[src/rtl/mcu_spi.sv]
// SPI target (mode 0, MSB first) bridging the board MCU to per-function byte-stream targets.
// SCK/SS/MOSI are oversampled in the core clock domain; the first byte of a transaction selects the target.
`timescale 1ns/1ps
module mcu_spi #(
    parameter int unsigned SYNC_STAGES = 2,
    parameter logic [7:0]  TGT_SYS     = 8'd0,
    parameter logic [7:0]  TGT_HID     = 8'd1,
    parameter logic [7:0]  TGT_OSD     = 8'd2,
    parameter logic [7:0]  TGT_SDC     = 8'd3
) (
    input  logic       clk,
    input  logic       reset,
    input  logic       spi_io_ss,
    input  logic       spi_io_clk,
    input  logic       spi_io_din,
    output logic       spi_io_dout,
    output logic       mcu_sys_strobe,
    output logic       mcu_hid_strobe,
    output logic       mcu_osd_strobe,
    output logic       mcu_sdc_strobe,
    output logic       mcu_start,
    output logic [7:0] mcu_dout,
    input  logic [7:0] mcu_sys_din,
    input  logic [7:0] mcu_hid_din,
    input  logic [7:0] mcu_osd_din,
    input  logic [7:0] mcu_sdc_din
);

    typedef enum logic [1:0] {StIdle, StTarget, StCmd, StData} state_e;

    logic [SYNC_STAGES-1:0] sck_sync_q, ss_sync_q, mosi_sync_q;
    logic                   sck_prev_q, ss_prev_q;
    state_e                 state_q, state_d;
    logic [2:0]             bit_cnt_q, bit_cnt_d;
    logic [7:0]             rx_q, rx_d;
    logic [7:0]             tx_q, tx_d;
    logic [3:0]             sel_q, sel_d;
    logic                   load_q, load_d;
    logic [7:0]             dout_q, dout_d;
    logic [3:0]             strobe_q, strobe_d;
    logic                   start_q, start_d;

    logic       sck_s, ss_s, mosi_s;
    logic       sck_rise, sck_fall, ss_fall, byte_done;
    logic [7:0] rx_byte, reply;
    logic [3:0] tgt_hit;

    // SS chain resets to 0 (active) so a transfer already in progress at reset
    // release is ignored until SS is seen high and then low again.
    always_ff @(posedge clk) begin
        if (reset) begin
            sck_sync_q  <= '0;
            ss_sync_q   <= '0;
            mosi_sync_q <= '0;
            sck_prev_q  <= 1'b0;
            ss_prev_q   <= 1'b0;
        end else begin
            sck_sync_q  <= {sck_sync_q[SYNC_STAGES-2:0], spi_io_clk};
            ss_sync_q   <= {ss_sync_q[SYNC_STAGES-2:0], spi_io_ss};
            mosi_sync_q <= {mosi_sync_q[SYNC_STAGES-2:0], spi_io_din};
            sck_prev_q  <= sck_sync_q[SYNC_STAGES-1];
            ss_prev_q   <= ss_sync_q[SYNC_STAGES-1];
        end
    end

    assign sck_s     = sck_sync_q[SYNC_STAGES-1];
    assign ss_s      = ss_sync_q[SYNC_STAGES-1];
    assign mosi_s    = mosi_sync_q[SYNC_STAGES-1];
    assign sck_rise  = sck_s & ~sck_prev_q;
    assign sck_fall  = ~sck_s & sck_prev_q;
    assign ss_fall   = ss_prev_q & ~ss_s;
    assign byte_done = sck_rise && (bit_cnt_q == 3'd7);
    assign rx_byte   = {rx_q[6:0], mosi_s};

    assign tgt_hit = {rx_byte == TGT_SDC, rx_byte == TGT_OSD,
                      rx_byte == TGT_HID, rx_byte == TGT_SYS};

    always_comb begin
        reply = 8'h00;
        if (sel_q[0])      reply = mcu_sys_din;
        else if (sel_q[1]) reply = mcu_hid_din;
        else if (sel_q[2]) reply = mcu_osd_din;
        else if (sel_q[3]) reply = mcu_sdc_din;
    end

    always_comb begin
        state_d   = state_q;
        bit_cnt_d = bit_cnt_q;
        rx_d      = rx_q;
        tx_d      = tx_q;
        sel_d     = sel_q;
        load_d    = load_q;
        dout_d    = dout_q;
        strobe_d  = 4'b0000;
        start_d   = 1'b0;

        if (ss_s) begin
            state_d   = StIdle;
            bit_cnt_d = 3'd0;
            rx_d      = 8'h00;
            tx_d      = 8'h00;
            load_d    = 1'b0;
        end else if (state_q == StIdle) begin
            if (ss_fall) begin
                state_d   = StTarget;
                bit_cnt_d = 3'd0;
                rx_d      = 8'h00;
                tx_d      = 8'h00;
            end
        end else begin
            if (sck_rise) begin
                rx_d      = rx_byte;
                bit_cnt_d = bit_cnt_q + 3'd1;
            end
            if (byte_done) begin
                load_d = 1'b1;
                unique case (state_q)
                    StTarget: begin
                        sel_d   = tgt_hit;
                        state_d = StCmd;
                    end
                    StCmd: begin
                        dout_d   = rx_byte;
                        strobe_d = sel_q;
                        start_d  = |sel_q;
                        state_d  = StData;
                    end
                    default: begin
                        dout_d   = rx_byte;
                        strobe_d = sel_q;
                    end
                endcase
            end
            // First falling edge after a byte loads the reply; the target byte has none.
            if (sck_fall) begin
                if (load_q) begin
                    load_d = 1'b0;
                    tx_d   = (state_q == StCmd) ? 8'h00 : reply;
                end else if (state_q == StTarget) begin
                    tx_d = 8'h00;
                end else begin
                    tx_d = {tx_q[6:0], 1'b0};
                end
            end
        end
    end

    always_ff @(posedge clk) begin
        if (reset) begin
            state_q   <= StIdle;
            bit_cnt_q <= 3'd0;
            rx_q      <= 8'h00;
            tx_q      <= 8'h00;
            sel_q     <= 4'b0000;
            load_q    <= 1'b0;
            dout_q    <= 8'h00;
            strobe_q  <= 4'b0000;
            start_q   <= 1'b0;
        end else begin
            state_q   <= state_d;
            bit_cnt_q <= bit_cnt_d;
            rx_q      <= rx_d;
            tx_q      <= tx_d;
            sel_q     <= sel_d;
            load_q    <= load_d;
            dout_q    <= dout_d;
            strobe_q  <= strobe_d;
            start_q   <= start_d;
        end
    end

    assign spi_io_dout    = tx_q[7];
    assign mcu_sys_strobe = strobe_q[0];
    assign mcu_hid_strobe = strobe_q[1];
    assign mcu_osd_strobe = strobe_q[2];
    assign mcu_sdc_strobe = strobe_q[3];
    assign mcu_start      = start_q;
    assign mcu_dout       = dout_q;

endmodule

[config.mk]
export PLATFORM = sky130hd
export DESIGN_NAME = mcu_spi
export DESIGN_NICKNAME = d
export VERILOG_FILES = /design/src/rtl/mcu_spi.sv
export SDC_FILE = /design/constraint.sdc
export NUM_CORES = 1
export LEC_CHECK = 0
export ABC_AREA = 1
export BUFFER_PORTS_ARGS = -buffer_cell sky130_fd_sc_hd__buf_2
export CORE_MARGIN = 5
export CORE_UTILIZATION = 45
export DETAILED_ROUTE_END_ITERATION = 16
export GPL_TIMING_DRIVEN = 0
export PLACE_DENSITY = 0.78
export SLEW_MARGIN = 20
export SYNTH_ARGS = -nofsm -noshare
export SYNTH_HDL_FRONTEND = slang
export SYNTH_SLANG_ARGS = --single-unit
[constraint.sdc]
create_clock -name clk -period 2 [get_ports clk]
set_input_delay 0.4 -clock clk [delete_from_list [all_inputs] [get_ports clk]]
set_output_delay 0.4 -clock clk [all_outputs]
set_load 0.05 [all_outputs]
==> results of run 1 <==
==> stage by stage <==
stage / power, mW / area, sq um / cells / utilization, % / hold WS [ns]
CTS: 1.60 / 2540 / 425 / 54.5 / 0.289
global route: 1.65 / 2540 / 425 / 54.5 / 0.292
detailed placement: 1.03 / 2450 / 417 / 52.5 / 0.393
finish: 1.58 / 2540 / 425 / 54.5 / 0.296
global placement: 1.03 / 2450 / 417 / 52.5 / 0.391
floorplan: 0.984 / 2140 / 314 / - / 0.388
==> placed cells by master (no fill, tap or decap), types with 6 or more instances in the layout <==
master / count
a21oi_1: 47
dfxtp_1: 46
clkbuf_8: 6
inv_2: 8
buf_2: 57
nand3_1: 20
inv_1: 28
nand2_1: 94
o21ai_0: 11
nor2_1: 29
==> state kept, by name, indices dropped and copies added (netlist names) <==
name,flops
bit_cnt_q,3
mcu_start,1
tx_q,8
sck_prev_q,1
load_q,1
state_q,2
mcu_dout,8
rx_q,7
sel_q,4
ss_prev_q,1
mosi_sync_q,2
sck_sync_q,2
strobe_q,4
ss_sync_q,2
==> power groups by stage <==
stage	registers, mW	clock network [mW]	logic (mW)
after floorplan	0.949	0	0.0348
after detailed placement	0.950	0	0.0782
after global placement	0.950	0	0.0781
after global routing	0.929	0.629	0.0889
after CTS	0.928	0.589	0.0789
final	0.928	0.569	0.0786
==> kinds of logic (layout without fill, tap and decap cells) <==
kind of cell    count (synthesis)  after routing  synth area share, %
simple gates                  156            156                 31.8
fa+ha+maj                       2              2                 1.17
compound gates                 61             61                 14.6
flops                          46             46                 43.1
buf+inv                        49            106                 9.31
==> tightest hold or removal path, delay by kind of cell <==
family                 cells  cell delay [ns]
and+or+nand+nor            1             0.06
buffers and inverters      2             0.10
==> final timing paths <==
kind	startpoint	endpoint	slack, ns
min reg2reg	sck_sync_q[0]	sck_sync_q[1]	0.40
max	bit_cnt_q[0]	strobe_q[1]	0.46
min	spi_io_din	mosi_sync_q[0]	0.30
max reg2reg	bit_cnt_q[0]	strobe_q[1]	0.46
==> layout make-up <==
| type | count | area, sq um |
|---|---|---|
| multi-input cells | 219 | 1020 |
| clock inverters | 1 | 5.00 |
| clock buffers | 7 | 86.3 |
| well taps | 54 | 67.6 |
| fillers | 444 | 2120 |
| flip-flops and latches | 46 | 921 |
| plain buffers | 11 | 55.1 |
| inverters | 38 | 144 |
| repair buffers | 49 | 245 |
==> layer usage <==
layer / global-route usage, % / vias to the layer above
li1: - / 1105
met1: 19.3 / 884
met2: 29.5 / 53
met3: 5.22 / 6
met4: 5.33 / 0
met5: 0 / -
==> run summary, run 1 <==
IO buf count: 49
global-route wire length before repair: 8.43 mm
overall routing resource usage: 16.8%
Synth warnings: 0
Comb pwr share: 5.0%
chip height: 78.9 microns
Final Worst Setup Slack: 0.462 ns
CTS tree: built
CP required: 2.19 ns
sum of negative setup slack: 0 ns
number of global-route vias before repair: 1985
Top Ports: 51
worst r2r path cells: 8
Die ar.: 6220 sq um
routed via count: 2048
Final Cycle Share: 76.9%
Hold Path Cell Cnt: 3
initial antenna violation count: 0
Post-DP HPWL: 3.64 mm
FFs w/ async S/R, synth: 0%
instance count on the critical path: 8
clock share of power: 36.1%
TritonCTS Buffers: 5
sequential share of power: 58.9%
total routed wirelength: 4.92 mm
Clock Tree Root: clkbuf_8
met2 routed WL: 2.25 mm
status: finished clean
crit-path leading delay family: simple AND/OR/NAND/NOR gates
ratio of cells with drive above 1 in the final layout: 22.4%
Max-Cap Viols: 0
Clk Latency, worst-skew pair: 0.30 ns
critical path's slowest cell: dfxtp_1
Final Hold Vio Count: 0
H-tree levels: 2
critical path peak fanout: 9
Post-CTS Hold Buffers: 0
initial core utilization: 45.8%
WS Path Type: reg2reg
WP data arrival: 1.73 ns
die width: 78.9 microns
Max Used Layer: met4
number of flops mapped to enable cells by yosys: 0
Post-synth top cells: nand2_1, a21oi_1, dfxtp_1, nor2_1, inv_1
Core ar.: 4660 sq um
Leak: 1.14 nW
Seq cells post-synth: 46
PD cells: 621 nW/um^2
Primary FF master, synth: dfxtp_1
synth unique cells: 27
Vias/cell: 4.82
Setup Skew: 0.00609 ns
WL met1: 2.25 mm
Clock transition at path regs: 0.08 ns
worst-case clock buffer depth: 2
# DRC: 0
Min Clock Period, post-route: 1.54 ns
Synth Instances: 314
switching power: 0.340 mW
FP Rows: 25
Internal: 1.24 mW
share of the synthesized area in the top cell type: 43.1%
Antenna Cells: 0
DR WL met3: 353 microns
Worst slew margin: 70.4%
Setup Buffers After CTS: 0
Final setup viols: 0
total grt overflow: 0
critical path, cell by cell: ha_1 > ha_1 > nand2_1 > inv_2 > nand3_4 > clkinv_2 > nand2_2 > nor2_1
Mapped Avg Cell Area: 6.80 sq um
Tightest Hold Check Type: in2reg
pre-CTS setup slack: 0.448 ns
post-synthesis sequential area ratio: 43.1%
CP startpoint kind: flip-flop
post-synthesis cell area: 2140 sq um
post-route ant nets: 0
Bufs and invs on worst path: 2
Worst Setup End Kind: flip-flop
FMAX: 0.650 GHz
pins over their slew limit: 0
peak supply drop: 0.631 mV
DR iter-0 viols: 78
area delta synth->final: 18.9%
Layout Nets: 409
First-pass DRT Iterations: 4
clk sinks: 46
largest net degree at the start of global routing: 14
Switching Fraction: 21.6%
most common cell in the netlist: nand2_1
Area contributors post-synth: dfxtp_1, nand2_1, a21oi_1
slew of the pin with the lowest slew margin: 0.444 ns
RSZ-0062 raised after global routing: false
Synthesized Nets: 353
WL per Instance: 11.6 microns
gp weighted congestion: 0.804
CP peak stage delay: 0.33 ns
CTS resizes: 0
crit-path most repeated cell: ha_1
Synth area leader: dfxtp_1
(Power assumes the default switching activity.)
==> inputs of run 2 (changes only) <==
- clock period: 2 -> 1.46 ns (I/O delays scaled with it)
==> run 2 against run 1 <==
Against the previous run:
- design area up 3.8%
- non-clock buffer count rose by 2
- hold slack worse by 0.10 ns
- flip-flop and latch count unchanged
- register-to-register slack got worse by 0.36 ns
- power increased by 37%
- critical endpoint is now mcu_dout[4]
==> run summary, run 2 (synthesized netlist as in run 1, its figures left out) <==
status: finished clean (unchanged)
Critical R2R Capture: mcu_dout[4] (was strobe_q[1])
FMAX: 0.737 GHz (was 0.650 GHz)
post-route ant nets: 0 (unchanged)
critical path, cell by cell: ha_4 > ha_4 > nand2_4 > inv_4 > nand3_4 > buf_6 > nand2_1 > a21oi_2 (was ha_1 > ha_1 > nand2_1 > inv_2 > nand3_4 > clkinv_2 > nand2_2 > nor2_1)
slew of the pin with the lowest slew margin: 0.440 ns (was 0.444 ns)
Hold Path Cell Cnt: 3 (unchanged)
DR iter-0 viols: 90 (was 78)
ratio of cells with drive above 1 in the final layout: 25.3% (was 22.4%)
pins over their slew limit: 0 (unchanged)
Clk Latency, worst-skew pair: 0.30 ns (about the same)
Setup Skew: 0.00415 ns (was 0.00609 ns)
CP required: 1.65 ns (was 2.19 ns)
Final Cycle Share: 93.0% (was 76.9%)
worst r2r path cells: 8 (unchanged)
initial antenna violation count: 0 (unchanged)
chip height: 78.9 microns (unchanged)
crit-path leading delay family: flip-flops (was simple AND/OR/NAND/NOR gates)
Vias/cell: 4.92 (was 4.82)
IO buf count: 49 (unchanged)
crit-path most repeated cell: ha_4 (was ha_1)
Worst Setup End Kind: flip-flop (unchanged)
Core ar.: 4660 sq um (unchanged)
CP peak stage delay: 0.37 ns (was 0.33 ns)
total grt overflow: 0 (unchanged)
Antenna Cells: 0 (unchanged)
Worst R2R Start: bit_cnt_q[0] (unchanged)
clk sinks: 46 (unchanged)
Min Clock Period, post-route: 1.36 ns (was 1.54 ns)
TritonCTS Buffers: 5 (unchanged)
WP data arrival: 1.55 ns (was 1.73 ns)
Worst slew margin: 70.7% (was 70.4%)
# DRC: 0 (unchanged)
internal reg-to-reg setup slack: 0.10 ns (was 0.46 ns)
CTS tree: built (unchanged)
Clock Tree Root: clkbuf_8 (unchanged)
hold-critical path endpoint: ss_sync_q[0] (was mosi_sync_q[0])
Final Hold Vio Count: 0 (unchanged)
area delta synth->final: 23.4% (was 18.9%)
First-pass DRT Iterations: 6 (was 4)
total routed wirelength: 5.16 mm (was 4.92 mm)
FP Rows: 25 (unchanged)
PnR Total Power: 2.16 mW (was 1.58 mW)
routed via count: 2110 (was 2048)
worst-case clock buffer depth: 2 (unchanged)
commonest non-fill, non-tap cell in the layout: nand2_1 (unchanged)
Top Ports: 51 (unchanged)
Final setup viols: 0 (unchanged)
gp weighted congestion: 0.804 (unchanged)
H-tree levels: 2 (unchanged)
Leak: 1.18 nW (was 1.14 nW)
Final Worst Setup Slack: 0.103 ns (was 0.462 ns)
CP startpoint kind: flip-flop (unchanged)
Layout Nets: 413 (was 409)
number of global-route vias before repair: 2000 (was 1985)
PD cells: 819 nW/um^2 (was 621 nW/um^2)
critical path's slowest cell: dfxtp_2 (was dfxtp_1)
global-route wire length before repair: 8.49 mm (was 8.43 mm)
overall routing resource usage: 16.9% (was 16.8%)
Bufs and invs on worst path: 2 (unchanged)
Post-DP HPWL: 3.64 mm (unchanged)
WL per Instance: 12.0 microns (was 11.6 microns)
Tightest Hold Check Type: in2reg (unchanged)
Die ar.: 6220 sq um (unchanged)
die width: 78.9 microns (unchanged)
hold_sp: spi_io_ss (was spi_io_din)
Clock transition at path regs: 0.08 ns (about the same)
peak supply drop: 0.891 mV (was 0.631 mV)
initial core utilization: 45.8% (unchanged)
critical path peak fanout: 5 (was 9)
most frequent cells in the layout: nand2_1, buf_2, a21oi_1, dfxtp_1, nor2_1 (unchanged)
pre-CTS setup slack: -0.0919 ns (was 0.448 ns)
WS Path Type: reg2reg (unchanged)
largest net degree at the start of global routing: 14 (unchanged)
Max-Cap Viols: 0 (unchanged)
## run 2: changes by cell type in the layout (fill, tap and decap cells not counted), sizes merged
cell,change
nand3,+1
inv,+2
clkinv,-1
buf,+2
## run 2: tightest hold or removal path: cells and delay by family
family	cells	cell delay, ns
simple gates	1	0.06
buf+inv	2	0.10
## run 2: final cells by class
type	count	area, sq um
timing repair inverter	1	6.26
clock buffer	7	86.3
multi-input combinational	220	1070
timing repair buffer	51	268
inverter	38	153
tap	54	67.6
fill	436	2020
buffer	11	55.1
clock inverter	1	5.00
sequential	46	925
## run 2: where the power goes
part / switching, mW / internal [mW] / total [mW]
Sequential: 0.00758 / 1.26 / 1.27
Clock: 0.396 / 0.382 / 0.778
Combinational: 0.0631 / 0.0474 / 0.111
## run 2: worst max-delay path by stage
stage,endpoint,start,cells past startpoint
after floorplan,mcu_start,bit_cnt_q[0],8
after global placement,strobe_q[1],bit_cnt_q[0],8
after detailed placement,strobe_q[1],bit_cnt_q[0],8
after CTS,strobe_q[1],bit_cnt_q[0],8
after global routing,rx_q[5],ss_sync_q[1],5
final,mcu_dout[4],bit_cnt_q[0],8
## run 2: per-stage QoR
stage,hold slack (ns),cell area [sq um],util [%],TNS [ns],std cells
3_3_place_gp,0.391,2450,52.5,-0.416,417
5_1_grt,0.184,2640,56.6,-0.0221,429
4_1_cts,0.181,2550,54.6,0,425
3_5_place_dp,0.393,2450,52.5,-0.732,417
6_report,0.194,2640,56.6,0,429
2_1_floorplan,0.388,2140,-,0,314
## run 2: what timing repair did
item	CTS	global route
hold buffers	0	0
gates cloned	0	2
setup endpoints to repair	13	14
endpoints found under the hold margin	0	0
pin swaps	0	2
resized for setup	2	15
buffers inserted	0	2
## run 2: layer usage
layer,GRT usage [%],wire [microns],up-vias
met5,0,0,-
met4,5.50,66,0
met3,5.22,403,7
met2,29.8,2400,73
met1,19.3,2290,913
li1,-,-,1117
==> inputs of run 3 (changes only) <==
- clock period: 1.46 -> 1.6 ns (I/O delays scaled with it)
==> run 3 against run 2 <==
Against the previous run:
- die area stayed put
- clock power down 9.0%
- sequential power decreased by 9%
- design area down 3.5%
- critical path depth unchanged
- clock-buffer cell count stayed put
- first-iteration DRC count down 8.9%
- cell count decreased by 0.93%
- global-route usage is 0.096 points lower
- combinational power shrank 12%
- non-clock buffer count shrank 2
- critical endpoint is now mcu_start
==> run summary, run 3 (synthesized netlist as in run 1, its figures left out) <==
status: finished clean (unchanged)
Clock transition at path regs: 0.08 ns (about the same)
Core ar.: 4660 sq um (unchanged)
gp weighted congestion: 0.804 (unchanged)
Worst Setup End Kind: flip-flop (unchanged)
H-tree levels: 2 (unchanged)
chip height: 78.9 microns (unchanged)
most frequent cells in the layout: nand2_1, buf_2, a21oi_1, dfxtp_1, nor2_1 (unchanged)
WL per Instance: 11.5 microns (was 12.0 microns)
pins over their slew limit: 0 (unchanged)
Fill cells: 442 (was 436)
initial core utilization: 45.8% (unchanged)
Clk Latency, worst-skew pair: 0.30 ns (about the same)
Antenna Cells: 0 (unchanged)
Top Ports: 51 (unchanged)
CP startpoint kind: flip-flop (unchanged)
Setup Buffers After CTS: 0 (unchanged)
Clock Tree Root: clkbuf_8 (unchanged)
PD cells: 773 nW/um^2 (was 819 nW/um^2)
IO buf count: 49 (unchanged)
die width: 78.9 microns (unchanged)
Final Cycle Share: 90.0% (was 93.0%)
Sequential Area: 921 sq um (was 925 sq um)
total routed wirelength: 4.89 mm (was 5.16 mm)
critical path peak fanout: 9 (was 5)
Worst slew margin: 70.9% (was 70.7%)
critical path's slowest cell: dfxtp_1 (was dfxtp_2)
Min Clock Period, post-route: 1.44 ns (was 1.36 ns)
ratio of cells with drive above 1 in the final layout: 22.4% (was 25.3%)
Max-Cap Viols: 0 (unchanged)
pre-CTS setup slack: 0.0481 ns (was -0.0919 ns)
Setup Skew: 0.00433 ns (was 0.00415 ns)
FMAX: 0.694 GHz (was 0.737 GHz)
global-route wire length before repair: 8.43 mm (was 8.49 mm)
worst-case clock buffer depth: 2 (unchanged)
Die ar.: 6220 sq um (unchanged)
Post-DP HPWL: 3.64 mm (unchanged)
number of global-route vias before repair: 1985 (was 2000)
commonest non-fill, non-tap cell in the layout: nand2_1 (unchanged)
Final setup viols: 0 (unchanged)
critical path, cell by cell: ha_1 > ha_1 > nand2_1 > inv_2 > nand3_4 > inv_6 > nand2_2 > nor3_2 (was ha_4 > ha_4 > nand2_4 > inv_4 > nand3_4 > buf_6 > nand2_1 > a21oi_2)
largest net degree at the start of global routing: 14 (unchanged)
routed via count: 2063 (was 2110)
DR iter-0 viols: 82 (was 90)
area delta synth->final: 19.1% (was 23.4%)
RSZ-0062 raised after global routing: false
CTS tree: built (unchanged)
crit-path leading delay family: simple AND/OR/NAND/NOR gates (was flip-flops)
placed instance area: 2450 sq um (unchanged)
First-pass DRT Iterations: 4 (was 6)
post-route cell area: 2540 sq um (was 2640 sq um)
CP required: 1.83 ns (was 1.65 ns)
total grt overflow: 0 (unchanged)
peak supply drop: 0.787 mV (was 0.891 mV)
overall routing resource usage: 16.8% (was 16.9%)
clk sinks: 46 (unchanged)
hold_ws: 0.218 ns (was 0.194 ns)
CP peak stage delay: 0.36 ns (was 0.37 ns)
Layout Nets: 409 (was 413)
initial antenna violation count: 0 (unchanged)
post-route ant nets: 0 (unchanged)
Vias/cell: 4.85 (was 4.92)
Final Hold Vio Count: 0 (unchanged)
FP Rows: 25 (unchanged)
slew of the pin with the lowest slew margin: 0.436 ns (was 0.440 ns)
Bufs and invs on worst path: 2 (unchanged)
sum of negative setup slack: 0 ns (unchanged)
Final Worst Setup Slack: 0.160 ns (was 0.103 ns)
TritonCTS Buffers: 5 (unchanged)
PnR Total Power: 1.97 mW (was 2.16 mW)
crit-path most repeated cell: ha_1 (was ha_4)
area of the multi-input gates: 1020 sq um (was 1070 sq um)
WP data arrival: 1.67 ns (was 1.55 ns)
Tightest Hold Check Type: in2reg (unchanged)
WS Path Type: reg2reg (unchanged)
# DRC: 0 (unchanged)
Leak: 1.14 nW (was 1.18 nW)
## run 3: changes by cell type in the layout (fill, tap and decap cells not counted), moves of 2 or more
| cell | previous run | this run |
|---|---|---|
| a21oi_1 | 45 | 47 |
| a21oi_2 | 2 | 0 |
| buf_6 | 2 | 0 |
| dfxtp_1 | 43 | 46 |
| dfxtp_2 | 3 | 0 |
| ha_1 | 0 | 2 |
| ha_4 | 2 | 0 |
| inv_4 | 2 | 0 |
| nand2_4 | 2 | 0 |
## run 3: worst register-to-register path: cells and delay by family, from the launching register on
family / cells / cell delay, ns
and+or+nand+nor: 4 / 0.47
buffers and inverters: 2 / 0.26
adders and majority gates: 2 / 0.28
DFF: 1 / 0.36
## run 3: metrics by stage
stage / instances / utilization (%)
after CTS: 425 / 54.5
final: 425 / 54.6
after global routing: 425 / 54.6
after floorplan: 314 / -
after detailed placement: 417 / 52.5
after global placement: 417 / 52.5
## run 3: area by class of cell
class	count	area share, %
Buffer	11	2.16
Sequential cell	46	36.2
Timing Repair Buffer	49	9.64
Multi-Input combinational cell	219	39.9
Clock inverter	1	0.197
Clock buffer	7	3.39
Tap cell	54	2.66
Inverter	38	5.80
## run 3: metal layers
| layer | vias up | part of all wire (%) | global-route usage (%) |
|---|---|---|---|
| met5 | - | 0 | 0 |
| met4 | 0 | 1.3 | 5.33 |
| met3 | 7 | 7.5 | 5.22 |
| met2 | 59 | 46 | 29.5 |
| met1 | 892 | 45 | 19.3 |
| li1 | 1105 | - | - |
## run 3: path summary, 6_finish.rpt
kind,start,endpoint,slack (ns),cells past startpoint
worst max-delay path,bit_cnt_q[0],mcu_start,0.16,8
worst min-delay path,spi_io_din,mosi_sync_q[0],0.22,3
worst max register to register,bit_cnt_q[0],mcu_start,0.16,8
worst min register to register,sck_sync_q[0],sck_sync_q[1],0.40,2
## run 3: timing repair
item,CTS,global route
resized for setup,0,2
setup endpoints to repair,0,12
hold buffers,0,0
## run 3: power breakdown
group	total [mW]	leakage [nW]	switching (mW)	internal [mW]
clock network	0.708	0.0482	0.359	0.348
logic	0.0979	0.722	0.0547	0.0432
registers	1.16	0.372	0.00662	1.15
total	1.97	1.14	0.421	1.55
